[src/rtl/config_loader.sv]
// rtl/config_loader.sv - serializes host config words LSB-first into the config_tile shift chain
module config_loader #(
    parameter int WORD_W    = 8,
    parameter int NUM_TILES = 4,
    parameter int COMB_N    = 7,
    parameter int MEM_N     = 7
) (
    input  logic              clk,
    input  logic              rst,
    input  logic              start,
    input  logic              load_mem,
    input  logic              abort,
    input  logic              in_valid,
    output logic              in_ready,
    input  logic [WORD_W-1:0] in_data,
    output logic              cfg_shift_data,
    output logic              cfg_shift_en,
    output logic              cfg_mem_bypass,
    output logic              busy,
    output logic              done
);

    localparam int FULL_BITS = NUM_TILES * (COMB_N + MEM_N);
    localparam int BW        = $clog2(FULL_BITS + 1);
    localparam int IW        = (WORD_W > 1) ? $clog2(WORD_W) : 1;

    localparam logic [BW-1:0] TOTAL_FULL = BW'(FULL_BITS);
    localparam logic [BW-1:0] TOTAL_COMB = BW'(NUM_TILES * COMB_N);
    localparam logic [IW-1:0] IDX_LAST   = IW'(WORD_W - 1);

    typedef enum logic [1:0] {IDLE, FETCH, SHIFT, DONE} state_t;

    state_t            state;
    state_t            state_nxt;
    logic [WORD_W-1:0] word_q;
    logic [IW-1:0]     idx;
    logic [IW-1:0]     idx_inc;
    logic [BW-1:0]     bits_left;
    logic              load_mem_q;
    logic              data_q;
    logic              last_bit;
    logic              word_end;
    logic              hs;

    assign idx_inc        = idx + 1'b1;
    assign last_bit       = (bits_left == BW'(1));
    assign word_end       = (idx == IDX_LAST);
    assign hs             = in_valid & in_ready;
    assign cfg_shift_data = data_q;
    // Bypass follows the latched load mode, so it holds between loads and resets to 1.
    assign cfg_mem_bypass = ~load_mem_q;

    always_ff @(posedge clk or negedge rst) begin
        if (!rst) begin
            state <= IDLE;
        end else begin
            state <= state_nxt;
        end
    end

    always_comb begin
        state_nxt = state;
        case (state)
            IDLE:  if (start) state_nxt = FETCH;
            FETCH: begin
                if (abort)   state_nxt = IDLE;
                else if (hs) state_nxt = SHIFT;
            end
            SHIFT: begin
                if (abort)                 state_nxt = IDLE;
                else if (last_bit)         state_nxt = DONE;
                else if (word_end && !hs)  state_nxt = FETCH;
            end
            DONE:  state_nxt = IDLE;
            default: state_nxt = IDLE;
        endcase
    end

    always_comb begin
        in_ready     = 1'b0;
        cfg_shift_en = 1'b0;
        busy         = 1'b0;
        done         = 1'b0;
        case (state)
            FETCH: begin
                in_ready = 1'b1;
                busy     = 1'b1;
            end
            SHIFT: begin
                cfg_shift_en = 1'b1;
                busy         = 1'b1;
                in_ready     = word_end & ~last_bit;
            end
            DONE: begin
                done = 1'b1;
                busy = 1'b1;
            end
            default: ;
        endcase
    end

    // data_q is preloaded with the bit that will be on the chain during the next cycle.
    always_ff @(posedge clk or negedge rst) begin
        if (!rst) begin
            word_q     <= '0;
            idx        <= '0;
            bits_left  <= '0;
            load_mem_q <= 1'b0;
            data_q     <= 1'b0;
        end else begin
            data_q <= 1'b0;
            case (state)
                IDLE: begin
                    if (start) begin
                        load_mem_q <= load_mem;
                        bits_left  <= load_mem ? TOTAL_FULL : TOTAL_COMB;
                    end
                end
                FETCH: begin
                    if (!abort && hs) begin
                        word_q <= in_data;
                        idx    <= '0;
                        data_q <= in_data[0];
                    end
                end
                SHIFT: begin
                    idx       <= idx_inc;
                    bits_left <= bits_left - 1'b1;
                    if (!abort && !last_bit) begin
                        if (!word_end) begin
                            data_q <= word_q[idx_inc];
                        end else if (hs) begin
                            word_q <= in_data;
                            idx    <= '0;
                            data_q <= in_data[0];
                        end
                    end
                end
                default: ;
            endcase
        end
    end

endmodule

[config.mk]
export PLATFORM = sky130hd
export DESIGN_NAME = config_loader
export DESIGN_NICKNAME = d
export VERILOG_FILES = /design/src/rtl/config_loader.sv
export SDC_FILE = /design/constraint.sdc
export NUM_CORES = 1
export LEC_CHECK = 0
export ABC_AREA = 1
export ABC_CLOCK_PERIOD_IN_PS = 3500
export CELL_PAD_IN_SITES_DETAIL_PLACEMENT = 0
export CELL_PAD_IN_SITES_GLOBAL_PLACEMENT = 1
export CORE_UTILIZATION = 41
export DETAILED_ROUTE_END_ITERATION = 6
export PLACE_DENSITY = 0.81
export SETUP_SLACK_MARGIN = 0.15
export SYNTH_ARGS = -nofsm -noshare
export SYNTH_HDL_FRONTEND = slang
export SYNTH_SLANG_ARGS = --single-unit
export TNS_END_PERCENT = 5
[constraint.sdc]
create_clock -name clk -period 3.5 [get_ports clk]
set_input_delay 0.7 -clock clk [delete_from_list [all_inputs] [get_ports clk]]
set_output_delay 0.7 -clock clk [all_outputs]
set_load 0.01 [all_outputs]
# Word level (Yosys, flattened, before mapping)
# Index checks and enable logic that the tools add are counted.
# op_classes
addsub	2
magnitude_cmp	1
eq_ne	12
muxes	31
bitwise_logic	4
n_reduce_logical	15
# op_table
op	n
2-to-1 mux 8 bit	4
one-hot mux 8 bit (2 select lines)	1
2-to-1 mux 2 bit	6
2-to-1 mux 3 bit	4
2-to-1 mux 6 bit	2
one-hot mux 6 bit (2 select lines)	1
!= test 2 bit (second input constant)	5
2-to-1 mux 1 bit	8
one-hot mux 2 bit (4 select lines)	1
equality test 6 x 1 -> 1 bit (second input constant)	1
one-hot mux 3 bit (2 select lines)	1
AND reduction 2 bit	3
subtractor 6 x 1 -> 6 bit (second input constant)	1
AND reduction 5 bit	1
equality test 2 bit (second input constant)	2
less-than comparator 3 x 4 -> 1 bit (second input constant)	1
!= test 4 bit (second input constant)	1
one-hot mux 1 bit (2 select lines)	2
nonzero test 2 bit	2
adder 3 x 1 -> 3 bit (second input constant)	1
binary-select mux 1 bit (select 3 bit)	1
equality test 3 bit (second input constant)	1
logical AND 1 bit	3
zero test 1 bit	3
other kinds (7)	9
# totals
reg_bits	21
inputBits	14
output_inout_bits	6
wordCells	71

# Depth between registers and ports, before layout
# Gate-level depths: netlist (run 1).
# depth
ltp_word	11
ltp_mapped	12
mapped_depth_nobuf	12

# Worst setup path before layout (run 1)
# No wires, ideal clock.
# synth_timing
path_type	register -> output
startpoint	register state[0]
endpoint	output in_ready
arrival_ns	1.212
required_time_ns	2.800
setup_slack_ns	1.588
path_stages_with_launch	7
path_cell_list	dfrtp_1 -> inv_1 -> ha_1 -> nand2_1 -> clkinv_1 -> nand2_2 -> a21oi_1
# synth_via
elab_chain_cells	2
word_cells_on_any_way	3
cone_classes	eq/ne: 2; mux: 1
# synth_lines
item	line_no	rtl
start: declaration	33	state_t state;
start signal: assignment	57	state <= state_nxt;
equality test 2 bit or equality test 2 x 1 -> 1 bit (tied branches)	84	case (state)
one-hot mux 1 bit (2 select lines) (*)	84	
end: declaration	14	output logic in_ready,
# Mark *: on every way between the ends. The rest lies on a longest branch, timed or not.

# Worst setup path in the final report (run 1)
# Ends and elaborated chain as after synthesis.

==> out/results.md, run 1 <==
| Quantity | Value |
|:---|:---|
| Number of failing hold endpoints at the final stage | 0 |
| Max-capacitance violation count | 0 |
| Final Skew | 0.002875 ns |
| Count of unique library cells instantiated by Yosys | 26 |
| Number of H-tree branching levels | 1 |
| Slew of the pin with the lowest slew margin | 0.9311 ns |
| Area of the die | 3235 um^2 |
| Initial antenna violation count | 0 |
| Area Growth Syn to Fin | 20.26% |
| Top cells by instance count after synthesis | 47 x sky130_fd_sc_hd__nand2_1, 21 x sky130_fd_sc_hd__dfrtp_1, 19 x sky130_fd_sc_hd__inv_1 |
| Master cell of the clock root buffer | sky130_fd_sc_hd__clkbuf_4 |
| Mean area per synthesized cell | 7.866 um^2 |
| DP Wirelength | 1949 um |
| Post-synthesis net count | 179 |
| Top-count cell post-synth | sky130_fd_sc_hd__nand2_1 |
| CP Class | reg -> out |
| Placed instance area | 1459 um^2 |
| Worst hold slack | 0.4885 ns |
| Std cell rows | 19 |
| GR Util All Layers | 0.1873 |
| Buffers inserted by post-CTS timing repair | 0 |
| First-pass iteration count of the detailed router | 4 |
| Global-route wire length before repair | 4809 um |
| Number of primary I/O pins | 20 |
| Terminating pin of the worst hold path | word_q[1] |
| Starting Density | 0.4402 |
| Critical R2R Capture | word_q[5] |
| Yosys top cell by area | sky130_fd_sc_hd__dfrtp_1 |
| Max-slew violation count | 0 |
| Layout cell share with drive strength beyond 1 | 0.06145 |
| Arr. time, crit path | 2.09 ns |
| Sequential fraction of the synthesis area | 0.4255 |
| Flip-flop and latch count after synthesis | 21 |
| Power per cell area | 668.3 nW/um^2 |
| Width of the die | 56.88 um |
| Crit path capture type | output pin |
| Worst min-delay path category | reg -> reg |
| Share of the cycle needed by the critical path after routing | 0.7981 |
| Final estimated routing congestion in global placement | 0.8527 |
| Area share of the largest cell type after synthesis | 0.4255 |
| Layout Cell Area excl Fill | 1485 um^2 |
| Min Clock Period, post-route | 2.793 ns |
| Number of global-route vias before repair | 1121 |
| Worst vdd rail ir drop | 0.2872 mV |
| Final net count | 202 |
| Post-detailed-route wirelength per cell | 12.06 um |
| WP data required | 2.80 ns |
| Mapped Cells | 157 |
| Vias per cell | 5.219 |
| Total number of vias | 1096 |
| Vertical die dimension | 56.88 um |
| Clock slew at reported path FFs | 0.12 ns |
| Buffers from clock root to sink, at most | 2 |
| Peak per-stage delay on the critical path | 0.54 ns |
| Cells taking the most area after synthesis | sky130_fd_sc_hd__dfrtp_1 43%, sky130_fd_sc_hd__nand2_1 14%, sky130_fd_sc_hd__ha_1 8.1% |
| Number of violations reported at the end of detailed-routing iteration 0 | 18 |
| Total power of the final layout | 0.9925 mW |
| Sort of element at the start of the critical path | flop |
| Post-route non-filler standard cell count | 210 |
| Worst reg2reg startpoint | state[0] |
| Post-Syn Area | 1235 um^2 |
| Number of cell instances on the worst register-to-register path | 11 |
| Post-detailed-routing wire length | 2532 um |
| Antenna cells | 0 |
| Result of the run | completed |
| Total of endpoints with negative setup slack in the final report | 0 |
| Critical Path, Cell by Cell | inv_1 > ha_1 > nand2_1 > clkinv_1 > nand2_2 > a21oi_1 > clkdlybuf4s50_1 |
| Setup repair after global routing missed its margin | false |
| CTS tree | done |
| Share of async-settable or async-resettable flops after synthesis | 1.000 |
| Post-route ant nets | 0 |
| Worst-path maximum fanout | 7 |
| Highest attainable clock frequency | 358.0 MHz |
| Worst hold path startpoint | word_q[1] |
| Standby leakage power | 0.7062 nW |
| Reg-to-reg setup timing slack | 1.53 ns |
| Worst-case headroom to the max-slew limit | 0.3773 |
| Placed Cells incl. Taps | 206 |
| Crit-path slowest cell | sky130_fd_sc_hd__clkdlybuf4s50_1 |
| Core Footprint | 2805 um^2 |
| Number of buffers created by CTS | 3 |
| Number of hold-repair buffers added at the cts stage | 0 |
| Post-synth EDFFs | 0 |
| Global route total overflow | 0 |
| Clock Latency Late Sink | 0.30 ns |
| Clock tree sinks | 21 |
| Port Buffers | 19 |
| Maximum number of pins on one net before global-route repair | 22 |
| Hold path cells | 2 |
| Count of warnings emitted by yosys | 0 |
| Total Neg Setup Slack | 0 ns |
| Resized Gates After CTS | 0 |
| Predominant post-synthesis flop cell | sky130_fd_sc_hd__dfrtp_1 |
| DRC violations left | 0 |
-- layer usage --
metal,vias up,global-route usage,part of all wire
met3,4,0.05300,0.038
met5,-,0,0
met1,515,0.2206,0.44
li1,558,-,-
met2,19,0.3345,0.51
met4,0,0.04181,0.011
-- worst max-delay path by stage --
| stage | from | end | slack (ns) | depth (start not counted) |
|---|---|---|---|---|
| 2_1_floorplan | state[0] | in_ready | 1.59 | 6 |
| 3_3_place_gp | state[0] | in_ready | 1.13 | 7 |
| 3_5_place_dp | state[0] | in_ready | 1.06 | 7 |
| 4_1_cts | state[0] | in_ready | 0.70 | 7 |
| 5_1_grt | state[0] | in_ready | 0.58 | 7 |
| 6_report | state[0] | in_ready | 0.71 | 7 |
-- sequential cells by signal (all words and copies together), names as in the netlist --
register,cells
word_q,8
bits_left,6
idx,3
state,2
cfg_shift_data,1
load_mem_q,1
-- cell usage in the layout, fill, tap and decap left out, types with 2 or more instances in the layout --
| cell type | Yosys | layout |
|---|---|---|
| sky130_fd_sc_hd__a21boi_0 | 2 | 2 |
| sky130_fd_sc_hd__a21oi_1 | 4 | 4 |
| sky130_fd_sc_hd__clkbuf_4 | 0 | 3 |
| sky130_fd_sc_hd__clkdlybuf4s50_1 | 0 | 19 |
| sky130_fd_sc_hd__dfrtp_1 | 21 | 21 |
| sky130_fd_sc_hd__ha_1 | 8 | 8 |
| sky130_fd_sc_hd__inv_1 | 19 | 19 |
| sky130_fd_sc_hd__nand2_1 | 47 | 47 |
| sky130_fd_sc_hd__nand2_2 | 2 | 2 |
| sky130_fd_sc_hd__nand3_1 | 17 | 17 |
| sky130_fd_sc_hd__nand4_1 | 3 | 3 |
| sky130_fd_sc_hd__nor2_1 | 10 | 10 |
| sky130_fd_sc_hd__nor3_1 | 2 | 2 |
| sky130_fd_sc_hd__o21ai_0 | 7 | 7 |
| sky130_fd_sc_hd__o22ai_1 | 2 | 2 |
-- worst max-delay path, delay by kind of cell (launching register included) --
kind,cells,cell delay (ns)
simple gates,2,0.17
fa+ha+maj,1,0.35
flops,1,0.43
buf+inv,3,0.71
compound gates,1,0.13
-- stage by stage --
| stage | setup WS, ns | util |
|---|---|---|
| floorplan | 1.588 | - |
| global placement | 1.134 | 0.5201 |
| detailed placement | 1.060 | 0.5201 |
| CTS | 0.6968 | 0.5294 |
| global route | 0.5823 | 0.5294 |
| finish | 0.7067 | 0.5294 |
-- kinds of logic after synthesis --
group | count (synthesis) | share of synthesized area
AO/OA/AOI/OAI | 20 | 0.1044
AND/OR/NAND/NOR | 86 | 0.3171
adder cells (fa/ha/maj) | 8 | 0.08106
XOR/XNOR | 1 | 0.007093
flip-flops | 21 | 0.4255
buffers and inverters | 21 | 0.06484
-- power breakdown --
group	switching [mW]	total [mW]	internal [mW]	leakage, nW
Combinational	0.276	0.473	0.198	0.431
Sequential	0.0650	0.401	0.336	0.260
Clock	0.0739	0.118	0.0444	0.0150
Total	0.415	0.993	0.578	0.706
-- area by class of cell --
type                    instances  area, um^2
fillers                       279        1320
multi-input cells             115       629.4
flip-flops and latches         21       525.5
repair buffers                 19       190.2
inverters                      20       75.07
well taps                      31       38.79
clock buffers                   4       26.28
Power figures use the tool's default switching activity.
==> run 2, diff against run 1 <==
ABC_CLOCK_PERIOD_IN_PS = 2300   (was 3500)
CORE_UTILIZATION = 34   (was 41)
PLACE_DENSITY = 0.71   (was 0.81)
clock period = 2.3 ns   (was 3.5 ns; I/O delays follow)
==> out/results.md, run 2 (synthesis gave the netlist of run 1 again) <==
| Quantity | Value | vs previous |
|:---|:---|:---|
| Vertical die dimension | 62.27 um | +9.5% |
| Area of the die | 3877 um^2 | +20% |
| DP Wirelength | 2003 um | +2.7% |
| Core occupancy in the finished layout | 0.4553 | -0.07413 |
| Min Clock Period, post-route | 2.147 ns |  |
| Top library cells by usage in the layout, fill and taps aside | 47 x sky130_fd_sc_hd__nand2_1, 21 x sky130_fd_sc_hd__dfrtp_1, 18 x sky130_fd_sc_hd__inv_1, 17 x sky130_fd_sc_hd__nand3_1, 17 x sky130_fd_sc_hd__clkdlybuf4s50_1 |  |
| Starting Density | 0.3615 | -0.07869 |
| Total of endpoints with negative setup slack in the final report | 0 | unchanged |
| Antenna cells | 0 | unchanged |
| Buffers from clock root to sink, at most | 2 | unchanged |
| Number of hold-repair buffers added at the cts stage | 0 | unchanged |
| Final setup slack of the worst path | 0.1531 ns | -0.5536 ns |
| Total number of vias | 1085 | -1.0% |
| Worst vdd rail ir drop | 0.5168 mV | +80% |
| Std cell rows | 21 | +2 |
| Number of flip-flops under the largest register name | 8 | unchanged |
| Setup repair after global routing missed its margin | true |  |
| Clock slew at reported path FFs | 0.11 ns | about the same |
| Crit-path slowest cell | sky130_fd_sc_hd__dfrtp_1 |  |
| Peak per-stage delay on the critical path | 0.41 ns | -0.13 ns |
| Result of the run | completed |  |
| Clock tree sinks | 21 | unchanged |
| Post-route ant nets | 0 | unchanged |
| Total area of multi-input combinational cells | 641.9 um^2 | +2.0% |
| Total power of the final layout | 1.558 mW | +57% |
| Post-detailed-route wirelength per cell | 11.09 um | -8.0% |
| Number of H-tree branching levels | 1 | unchanged |
| CTS tree | done |  |
| Storage element area | 525.5 um^2 | unchanged |
| Area Growth Syn to Fin | 25.94% |  |
| Global route total overflow | 0 | unchanged |
| Core Footprint | 3416 um^2 | +22% |
| Layout cell share with drive strength beyond 1 | 0.09783 | +0.03637 |
| Number of buffers created by CTS | 3 | unchanged |
| Arr. time, crit path | 1.69 ns | -0.40 ns |
| Post-detailed-routing wire length | 2551 um | +0.75% |
| Master cell of the clock root buffer | sky130_fd_sc_hd__clkbuf_4 |  |
| Final estimated routing congestion in global placement | 0.7850 | -7.9% |
| Sort of element at the start of the critical path | flop |  |
| First-pass iteration count of the detailed router | 4 | unchanged |
| Number of cell instances on the worst register-to-register path | 9 | -2 |
| Worst setup path end | in_ready |  |
| Place WS | 0.1842 ns | -0.8756 ns |
| Placed Cells incl. Taps | 224 | +8.7% |
| DRC violations left | 0 | unchanged |
| Worst reg2reg startpoint | state[0] |  |
| Power per cell area | 1002 nW/um^2 | +50% |
| Most common cell after layout, fill and taps aside | sky130_fd_sc_hd__nand2_1 |  |
| CP Class | reg -> out |  |
| Worst-path maximum fanout | 4 | -3 |
| Share of the cycle needed by the critical path after routing | 0.9334 |  |
| Width of the die | 62.27 um | +9.5% |
| Final net count | 207 | +2.5% |
| Slew of the pin with the lowest slew margin | 0.3190 ns | -0.6120 ns |
| Critical R2R Capture | bits_left[2] |  |
| Maximum number of pins on one net before global-route repair | 22 | unchanged |
| Reg-to-reg setup timing slack | 0.50 ns | -1.03 ns |
| Fillcell total | 371 | +33% |
| Crit path capture type | output pin |  |
| Initial antenna violation count | 0 | unchanged |
| WP data required | 1.84 ns | -0.96 ns |
| Port Buffers | 19 | unchanged |
| Placed instance area | 1500 um^2 | +2.8% |
| Setup crit start | idx[0] |  |
| Number of violations reported at the end of detailed-routing iteration 0 | 87 | +69 |
| Worst-case headroom to the max-slew limit | 0.7865 | +0.4092 |
| Standby leakage power | 0.7531 nW | +6.6% |
| Layout Cell Area excl Fill | 1555 um^2 | +4.7% |
| GR Util All Layers | 0.1496 | -0.03766 |
| Number of failing hold endpoints at the final stage | 0 | unchanged |
| Register name with the most flops | word_q |  |
| Hold path cells | 2 | unchanged |
| Number of primary I/O pins | 20 | unchanged |
| Final Skew | 0.005208 ns | +0.002333 ns |
| Top flop regs | word_q x8, bits_left x6, idx x3 |  |
| Most prevalent standard cell on the critical path | sky130_fd_sc_hd__ha_1 |  |
| Post-route non-filler standard cell count | 230 | +9.5% |
| Max-slew violation count | 0 | unchanged |
| Global-route wire length before repair | 4747 um | -1.3% |
| Max-capacitance violation count | 0 | unchanged |
| Number of global-route vias before repair | 1103 | -1.6% |
| Vias per cell | 4.717 | -9.6% |
| Total Neg Setup Slack | 0 ns | unchanged |
| Highest attainable clock frequency | 465.8 MHz |  |
| Critical Path, Cell by Cell | ha_1 > ha_1 > nand2_1 > clkinv_1 > nand2_2 > a21oi_1 > dlygate4sd2_1 |  |
| Worst min-delay path category | reg -> reg |  |
| Worst hold slack | 0.4836 ns | -0.004901 ns |
| Clock Latency Late Sink | 0.30 ns | about the same |
==> run 2: cell type report <==
class | count | area share
inverter | 20 | 0.04827
sequential | 21 | 0.3379
multi-input combinational | 115 | 0.4127
clock buffer | 4 | 0.01689
tap | 46 | 0.03701
timing repair buffer | 24 | 0.1472
==> run 2: what timing repair did <==
action / in CTS / in global routing
cloned: 0 / 0
setup buffers: 1 / 1
endpoints found under the setup margin: 3 / 3
gates resized for setup: 2 / 2
==> run 2: worst min path at each step <==
stage                   start      endpoint  slack [ns]
global placement    word_q[1]     word_q[1]        0.46
floorplan                 rst  bits_left[0]        0.16
finish              word_q[1]     word_q[1]        0.48
CTS                 word_q[1]     word_q[1]        0.49
detailed placement  word_q[1]     word_q[1]        0.46
global route              rst  bits_left[4]        0.52
==> run 2: layer usage <==
layer  vias to the layer above  part of all wire  global-route usage
met5                         -                 0                   0
met4                         0            0.0047             0.01744
met3                         2             0.025             0.03309
met2                        15              0.50              0.2720
met1                       504              0.47              0.1850
li1                        564                 -                   -
==> run 2: critical path: cells and delay by family (launching register included) <==
kind | cells | cell delay, ns
fa+ha+maj | 2 | 0.41
simple gates | 2 | 0.16
compound gates | 1 | 0.06
buf+inv | 2 | 0.35
flops | 1 | 0.41
==> run 2: report_power, final <==
group          switching [mW]  leakage [nW]  internal, mW
Combinational           0.430         0.478         0.343
Sequential             0.0961         0.260         0.511
Clock                   0.111        0.0150        0.0675
Total                   0.637         0.753         0.921
